`src/rtl/uart_pkg.sv`:
```
// Shared UART definitions: parity/data-bit encodings, FSM states and line level.
// Used by both the configurable transmitter and the future receiver.
package uart_pkg;

    localparam logic [1:0] PAR_NONE = 2'b00;
    localparam logic [1:0] PAR_EVEN = 2'b01;
    localparam logic [1:0] PAR_ODD  = 2'b10;

    localparam logic [1:0] DBITS_5 = 2'b00;
    localparam logic [1:0] DBITS_6 = 2'b01;
    localparam logic [1:0] DBITS_7 = 2'b10;
    localparam logic [1:0] DBITS_8 = 2'b11;

    localparam logic LINE_IDLE = 1'b1;

    typedef enum logic [2:0] {
        IDLE   = 3'd0,
        START  = 3'd1,
        DATA   = 3'd2,
        PARITY = 3'd3,
        STOP   = 3'd4
    } uart_state_e;

    function automatic logic [3:0] dbits_num(input logic [1:0] code);
        return 4'd5 + {2'b00, code};
    endfunction

    // Keeps only the low dbits_num(code) bits of a byte.
    function automatic logic [7:0] dbits_mask(input logic [1:0] code);
        return 8'hFF >> (2'd3 - code);
    endfunction

    function automatic logic par_enabled(input logic [1:0] par);
        return (par == PAR_EVEN) || (par == PAR_ODD);
    endfunction

endpackage

```
`src/rtl/uart_tx_cfg_if.sv`:
```
// Byte source handshake plus per-frame configuration for the UART transmitter.
interface uart_tx_cfg_if #(
    parameter int DIV_W = 16
);
    logic [DIV_W-1:0] cfg_div;
    logic [1:0]       cfg_dbits;
    logic [1:0]       cfg_par;
    logic             cfg_stop2;
    logic [7:0]       din;
    logic             din_vld;
    logic             din_rdy;

    modport master (
        output cfg_div, cfg_dbits, cfg_par, cfg_stop2, din, din_vld,
        input  din_rdy
    );

    modport slave (
        input  cfg_div, cfg_dbits, cfg_par, cfg_stop2, din, din_vld,
        output din_rdy
    );
endinterface

```
`src/rtl/uart_baud_gen.sv`:
```
// Loadable bit-period counter: bit_tick marks the last clock of each bit,
// half_tick marks mid-bit for receivers that sample at the centre.
module uart_baud_gen #(
    parameter int DIV_W = 16
) (
    input  logic             clk,
    input  logic             rst_n,
    input  logic             load,
    input  logic             en,
    input  logic [DIV_W-1:0] div,
    output logic             bit_tick,
    output logic             half_tick
);
    logic [DIV_W-1:0] cnt_q, cnt_d;
    logic [DIV_W-1:0] div_q, div_d;

    assign bit_tick  = en && (cnt_q == div_q - 1'b1);
    assign half_tick = en && (cnt_q == (div_q >> 1));

    always_comb begin
        div_d = div_q;
        cnt_d = cnt_q + 1'b1;
        if (load) div_d = div;
        if (load || !en || bit_tick) cnt_d = '0;
    end

    always_ff @(posedge clk or negedge rst_n) begin
        if (!rst_n) begin
            cnt_q <= '0;
            div_q <= '0;
        end else begin
            cnt_q <= cnt_d;
            div_q <= div_d;
        end
    end
endmodule

```
`src/rtl/uart_tx_cfg.sv`:
```
// Runtime-configurable UART transmitter (5-8 data bits, N/E/O parity, 1/2 stop).
// Data and configuration are captured on accept so each frame is self-consistent.
module uart_tx_cfg
    import uart_pkg::*;
#(
    parameter int DIV_W   = 16,
    parameter int DIV_MIN = 2
) (
    input  logic           clk,
    input  logic           rst_n,
    uart_tx_cfg_if.slave   bus,
    output logic           uart_tx,
    output logic           busy,
    output logic           tx_done
);
    uart_state_e state_q, state_d;
    logic [7:0]  data_q, data_d;
    logic [2:0]  last_q, last_d;
    logic [2:0]  bit_cnt_q, bit_cnt_d;
    logic        par_en_q, par_en_d;
    logic        par_bit_q, par_bit_d;
    logic        stop2_q, stop2_d;
    logic        tx_q, tx_d;

    logic             accept;
    logic             bit_tick;
    logic [DIV_W-1:0] div_eff;
    logic [7:0]       din_masked;

    assign accept     = (state_q == IDLE) && bus.din_vld;
    assign div_eff    = (bus.cfg_div < DIV_W'(DIV_MIN)) ? DIV_W'(DIV_MIN) : bus.cfg_div;
    assign din_masked = bus.din & dbits_mask(bus.cfg_dbits);

    assign bus.din_rdy = (state_q == IDLE);
    assign busy        = (state_q != IDLE);
    assign uart_tx     = tx_q;

    uart_baud_gen #(.DIV_W(DIV_W)) u_baud (
        .clk       (clk),
        .rst_n     (rst_n),
        .load      (accept),
        .en        (busy),
        .div       (div_eff),
        .bit_tick  (bit_tick),
        .half_tick ()
    );

    always_comb begin
        state_d   = state_q;
        data_d    = data_q;
        last_d    = last_q;
        bit_cnt_d = bit_cnt_q;
        par_en_d  = par_en_q;
        par_bit_d = par_bit_q;
        stop2_d   = stop2_q;
        tx_done   = 1'b0;
        case (state_q)
            IDLE: if (accept) begin
                data_d    = din_masked;
                // 5..8 data bits map to last bit index 4..7
                last_d    = {1'b1, bus.cfg_dbits};
                par_en_d  = par_enabled(bus.cfg_par);
                par_bit_d = (^din_masked) ^ (bus.cfg_par == PAR_ODD);
                stop2_d   = bus.cfg_stop2;
                state_d   = START;
            end
            START: if (bit_tick) state_d = DATA;
            DATA: if (bit_tick) begin
                data_d = data_q >> 1;
                if (bit_cnt_q == last_q) begin
                    bit_cnt_d = '0;
                    state_d   = par_en_q ? PARITY : STOP;
                end else begin
                    bit_cnt_d = bit_cnt_q + 3'd1;
                end
            end
            PARITY: if (bit_tick) state_d = STOP;
            // bit_cnt is reused to count stop bits
            STOP: if (bit_tick) begin
                if (bit_cnt_q == {2'b00, stop2_q}) begin
                    bit_cnt_d = '0;
                    tx_done   = 1'b1;
                    state_d   = IDLE;
                end else begin
                    bit_cnt_d = bit_cnt_q + 3'd1;
                end
            end
            default: state_d = IDLE;
        endcase

        // Line is registered from the next state so it is glitch-free.
        case (state_d)
            START:   tx_d = 1'b0;
            DATA:    tx_d = data_d[0];
            PARITY:  tx_d = par_bit_d;
            default: tx_d = LINE_IDLE;
        endcase
    end

    always_ff @(posedge clk or negedge rst_n) begin
        if (!rst_n) begin
            state_q   <= IDLE;
            data_q    <= '0;
            last_q    <= '0;
            bit_cnt_q <= '0;
            par_en_q  <= 1'b0;
            par_bit_q <= 1'b0;
            stop2_q   <= 1'b0;
            tx_q      <= LINE_IDLE;
        end else begin
            state_q   <= state_d;
            data_q    <= data_d;
            last_q    <= last_d;
            bit_cnt_q <= bit_cnt_d;
            par_en_q  <= par_en_d;
            par_bit_q <= par_bit_d;
            stop2_q   <= stop2_d;
            tx_q      <= tx_d;
        end
    end
endmodule

```
`src/flat_wrapper.sv`:
```
// flat-port wrapper written by rule: the top's interface ports become plain ports
module uart_tx_cfg_flat import uart_pkg::*;
#(
    parameter int DIV_W   = 16,
    parameter int DIV_MIN = 2
)
  (clk, rst_n, uart_tx, busy, tx_done, bus_cfg_div, bus_cfg_dbits, bus_cfg_par, bus_cfg_stop2, bus_din, bus_din_vld, bus_din_rdy);
  uart_tx_cfg_if #(.DIV_W(DIV_W)) bus_i ();
  input  logic clk;
  input  logic rst_n;
  output logic uart_tx;
  output logic busy;
  output logic tx_done;
  input wire logic [$bits(bus_i.cfg_div)-1:0] bus_cfg_div;
  input wire logic [$bits(bus_i.cfg_dbits)-1:0] bus_cfg_dbits;
  input wire logic [$bits(bus_i.cfg_par)-1:0] bus_cfg_par;
  input wire logic [$bits(bus_i.cfg_stop2)-1:0] bus_cfg_stop2;
  input wire logic [$bits(bus_i.din)-1:0] bus_din;
  input wire logic [$bits(bus_i.din_vld)-1:0] bus_din_vld;
  output wire logic [$bits(bus_i.din_rdy)-1:0] bus_din_rdy;
  assign bus_i.cfg_div = bus_cfg_div;
  assign bus_i.cfg_dbits = bus_cfg_dbits;
  assign bus_i.cfg_par = bus_cfg_par;
  assign bus_i.cfg_stop2 = bus_cfg_stop2;
  assign bus_i.din = bus_din;
  assign bus_i.din_vld = bus_din_vld;
  assign bus_din_rdy = bus_i.din_rdy;
  uart_tx_cfg #(.DIV_W(DIV_W), .DIV_MIN(DIV_MIN)) u_core (.clk(clk), .rst_n(rst_n), .bus(bus_i), .uart_tx(uart_tx), .busy(busy), .tx_done(tx_done));
endmodule
```
`config.mk`:
```
export PLATFORM = sky130hd
export DESIGN_NAME = uart_tx_cfg_flat
export DESIGN_NICKNAME = d
export VERILOG_FILES = /design/src/rtl/uart_pkg.sv /design/src/rtl/uart_tx_cfg_if.sv /design/src/rtl/uart_baud_gen.sv /design/src/rtl/uart_tx_cfg.sv /design/src/flat_wrapper.sv
export SDC_FILE = /design/constraint.sdc
export NUM_CORES = 1
export LEC_CHECK = 0
export BUFFER_PORTS_ARGS = -buffer_cell sky130_fd_sc_hd__clkbuf_2
export CAP_MARGIN = 10
export CORE_UTILIZATION = 25
export DETAILED_ROUTE_END_ITERATION = 10
export MAX_ROUTING_LAYER = met4
export SETUP_SLACK_MARGIN = 0.02
export SLEW_MARGIN = 30
export SYNTH_ARGS = -nofsm -noshare
export SYNTH_HDL_FRONTEND = slang
export SYNTH_HIERARCHICAL = 1
export SYNTH_SLANG_ARGS = --single-unit
```
`constraint.sdc`:
```
create_clock -name clk -period 3.7 [get_ports clk]
set_input_delay 0 -clock clk [delete_from_list [all_inputs] [get_ports clk]]
set_output_delay 0 -clock clk [all_outputs]
set_load 0.01 [all_outputs]
```
==> flow_metrics.py <==
metrics = {
    "run_status": {
        "outcome": "complete, no violations",
    },
    "clock_network": {
        "clock_latency_ns": 0.30,
        "path_clk_slew_ns": 0.07,
        "clock_sink_count": 53,
        "cts.path.max_buffers": 2,
        "root_buffer": "clkbuf_16",
        "numCtsBuffers": 5,
        "cts_setup_buffers": 0,
        "h-tree-depth": 2,
        "cts_tree": "done",
    },
    "detailed_routing": {
        "drt-total-wl_um": 6890,
        "via_count": 2539,
        "wire_per_inst_um": 12.5,
        "drtAntennaViolNets": 0,
        "routed_via_density": 4.60,
        "drtIter0Drc": 46,
        "dr.pass1.iters": 4,
        "routed-wl-met3_um": 227,
        "maxUsedRoutingLayer": "met4",
        "remaining_drc_errors": 0,
        "wl_met2_um": 3410,
        "wl_met1_um": 3170,
    },
    "critical_path": {
        "rr_startpoint": "u_core/u_baud/div_q[0]",
        "worstPathMaxFanout": 9,
        "r2r_setup_slack_ns": 0.31,
        "startpoint_type": "flip-flop",
        "worst-setup-path-type": "flip-flop to flip-flop",
        "worstSetupEndpointType": "flip-flop",
        "reg2reg_to": "u_core/uart_tx",
        "cp.arrival_ns": 3.62,
        "ff2ff_path_depth": 14,
        "required_ns": 3.92,
    },
    "die": {
        "initial_core_util": 0.255,
        "die_w_um": 115,
        "dieArea_sq_um": 13300,
        "core_sq_um": 12600,
        "rows": 41,
        "die_y_um": 115,
        "num_io_pins": 36,
    },
    "place": {
        "place.gp.congestion": 0.868,
        "dp_slack_ns": 0.153,
        "numPortBuffers": 35,
        "dp_hpwl_um": 5050,
    },
    "sta": {
        "layout_setup_ws_ns": 0.306,
        "hold_viol": 0,
        "finalSetupViolations": 0,
        "post-route-min-period_ns": 3.39,
        "fin_setup_tns_ns": 0,
        "fin_crit_sh": 0.917,
        "max_slew.worst_pin.slew_ns": 0.659,
        "skew_ns": 0.00488,
        "rsz0062_at_grt": "no",
        "max_slew_margin": 0.561,
        "slew_violations": 0,
        "fmax_mhz": 295,
    },
    "global_routing": {
        "grt_max_degree": 54,
        "antenna_found_initial": 0,
        "grt_pass1_vias": 2526,
        "grt-ovfl-total": 0,
        "grt_util_all_layers": 0.117,
        "grt_pass1_wl_um": 11700,
    },
    "min_path": {
        "whs_endpoint": "u_core/par_en_q",
        "hold_depth": 3,
        "hold_path_startpoint": "bus_din_vld",
        "min_path_type": "input port to flip-flop",
    },
    "final_layout": {
        "mostFrequentLayoutCell": "dfrtp_1",
        "mostFrequentLayoutCells": "dfrtp_1 (52), nand2_1 (42), clkbuf_2 (35)",
        "fillers": 1292,
        "layout-drive-gt1-share": 0.221,
        "antenna_cells": 0,
        "area_growth_syn_to_layout_pct": 22.4,
        "nets": 415,
    },
    "pwr": {
        "p_per_area_nw_per_um2": 321,
        "ir_drop_uv": 230,
        "cellLeakagePower_nw": 1.77,
    },
    "synthesis": {
        "ys_warn_count": 6,
        "synthCells": 344,
        "syn-num-nets": 380,
        "syn_area_sq_um": 3210,
        "synth_area_per_cell_sq_um": 9.33,
    },
    "flow_run": {
        "cap_violations": 0,
    },
}
critical path, cell delays in order (launching register included):
cell and delay, ns:
dfrtp_1 0.43, inv_1 0.10, ha_1 0.22, nor3b_2 0.21
nand2_1 0.09, xnor2_1 0.13, or4_4 0.54, nand3b_1 0.19
nor4_2 0.39, nor4bb_1 0.30, buf_4 0.23, nor2_2 0.09
a21o_1 0.21, nor2b_1 0.11, o22ai_1 0.08
worst max-delay path by stage:
stage | depth (start not counted) | startpoint | to
after CTS | 14 | u_core/u_baud/div_q[0] | u_core/uart_tx
after floorplan | 14 | u_core/u_baud/div_q[0] | u_core/uart_tx
after detailed placement | 14 | u_core/u_baud/div_q[0] | u_core/uart_tx
after global placement | 14 | u_core/u_baud/div_q[0] | u_core/uart_tx
after global routing | 14 | u_core/u_baud/div_q[0] | u_core/uart_tx
final | 14 | u_core/u_baud/div_q[0] | u_core/uart_tx
metal layers:
metal  vias up  GRT usage
li1       1251          -
met1      1228      0.137
met2        50      0.198
met3        10     0.0237
met4         0     0.0390
met5         -          -
power breakdown:
group	total [mW]	leakage (nW)	internal (mW)	switching, mW
combinational	0.0769	0.978	0.0417	0.0352
clock	0.604	0.0944	0.390	0.214
sequential	0.579	0.702	0.579	0
stage by stage:
| step | total power, mW | cell area (sq um) | instances | hold WS (ns) | util |
|---|---|---|---|---|---|
| final | 1.26 | 3930 | 552 | 0.0146 | 0.313 |
| after floorplan | 0.615 | 3210 | 344 | -0.296 | - |
| after global placement | 0.648 | 3480 | 520 | 0.161 | 0.277 |
| after CTS | 1.28 | 3920 | 552 | 0.0106 | 0.312 |
| after detailed placement | 0.649 | 3480 | 520 | 0.167 | 0.277 |
| after global routing | 1.31 | 3930 | 552 | 0.0432 | 0.313 |
cell type report:
type                       count  area (sq um)  area share
multi-input combinational    244          1690       0.430
sequential                    53          1330       0.338
timing repair buffer          66           468       0.119
tap                          172           215      0.0548
clock buffer                   5           125      0.0318
clock inverter                 3          68.8      0.0175
inverter                       9          33.8     0.00860
registers in the layout (all words and copies together) (netlist names):
| register | flops |
|---|---|
| u_core/state_q | 3 |
| u_core/stop2_q | 1 |
| u_core/u_baud/cnt_q | 16 |
| u_core/bit_cnt_q | 3 |
| u_core/par_bit_q | 1 |
| u_core/uart_tx | 1 |
| u_core/last_q | 3 |
| u_core/par_en_q | 1 |
| u_core/u_baud/div_q | 16 |
| u_core/data_q | 8 |
what timing repair did:
| item | in CTS | in global routing |
|---|---|---|
| resized for setup | 0 | 2 |
| hold buffers | 24 | 0 |
| setup endpoints to repair | 0 | 4 |
| endpoints found under the hold margin | 75 | 0 |
Note: power is estimated with default switching activity, not from simulation.
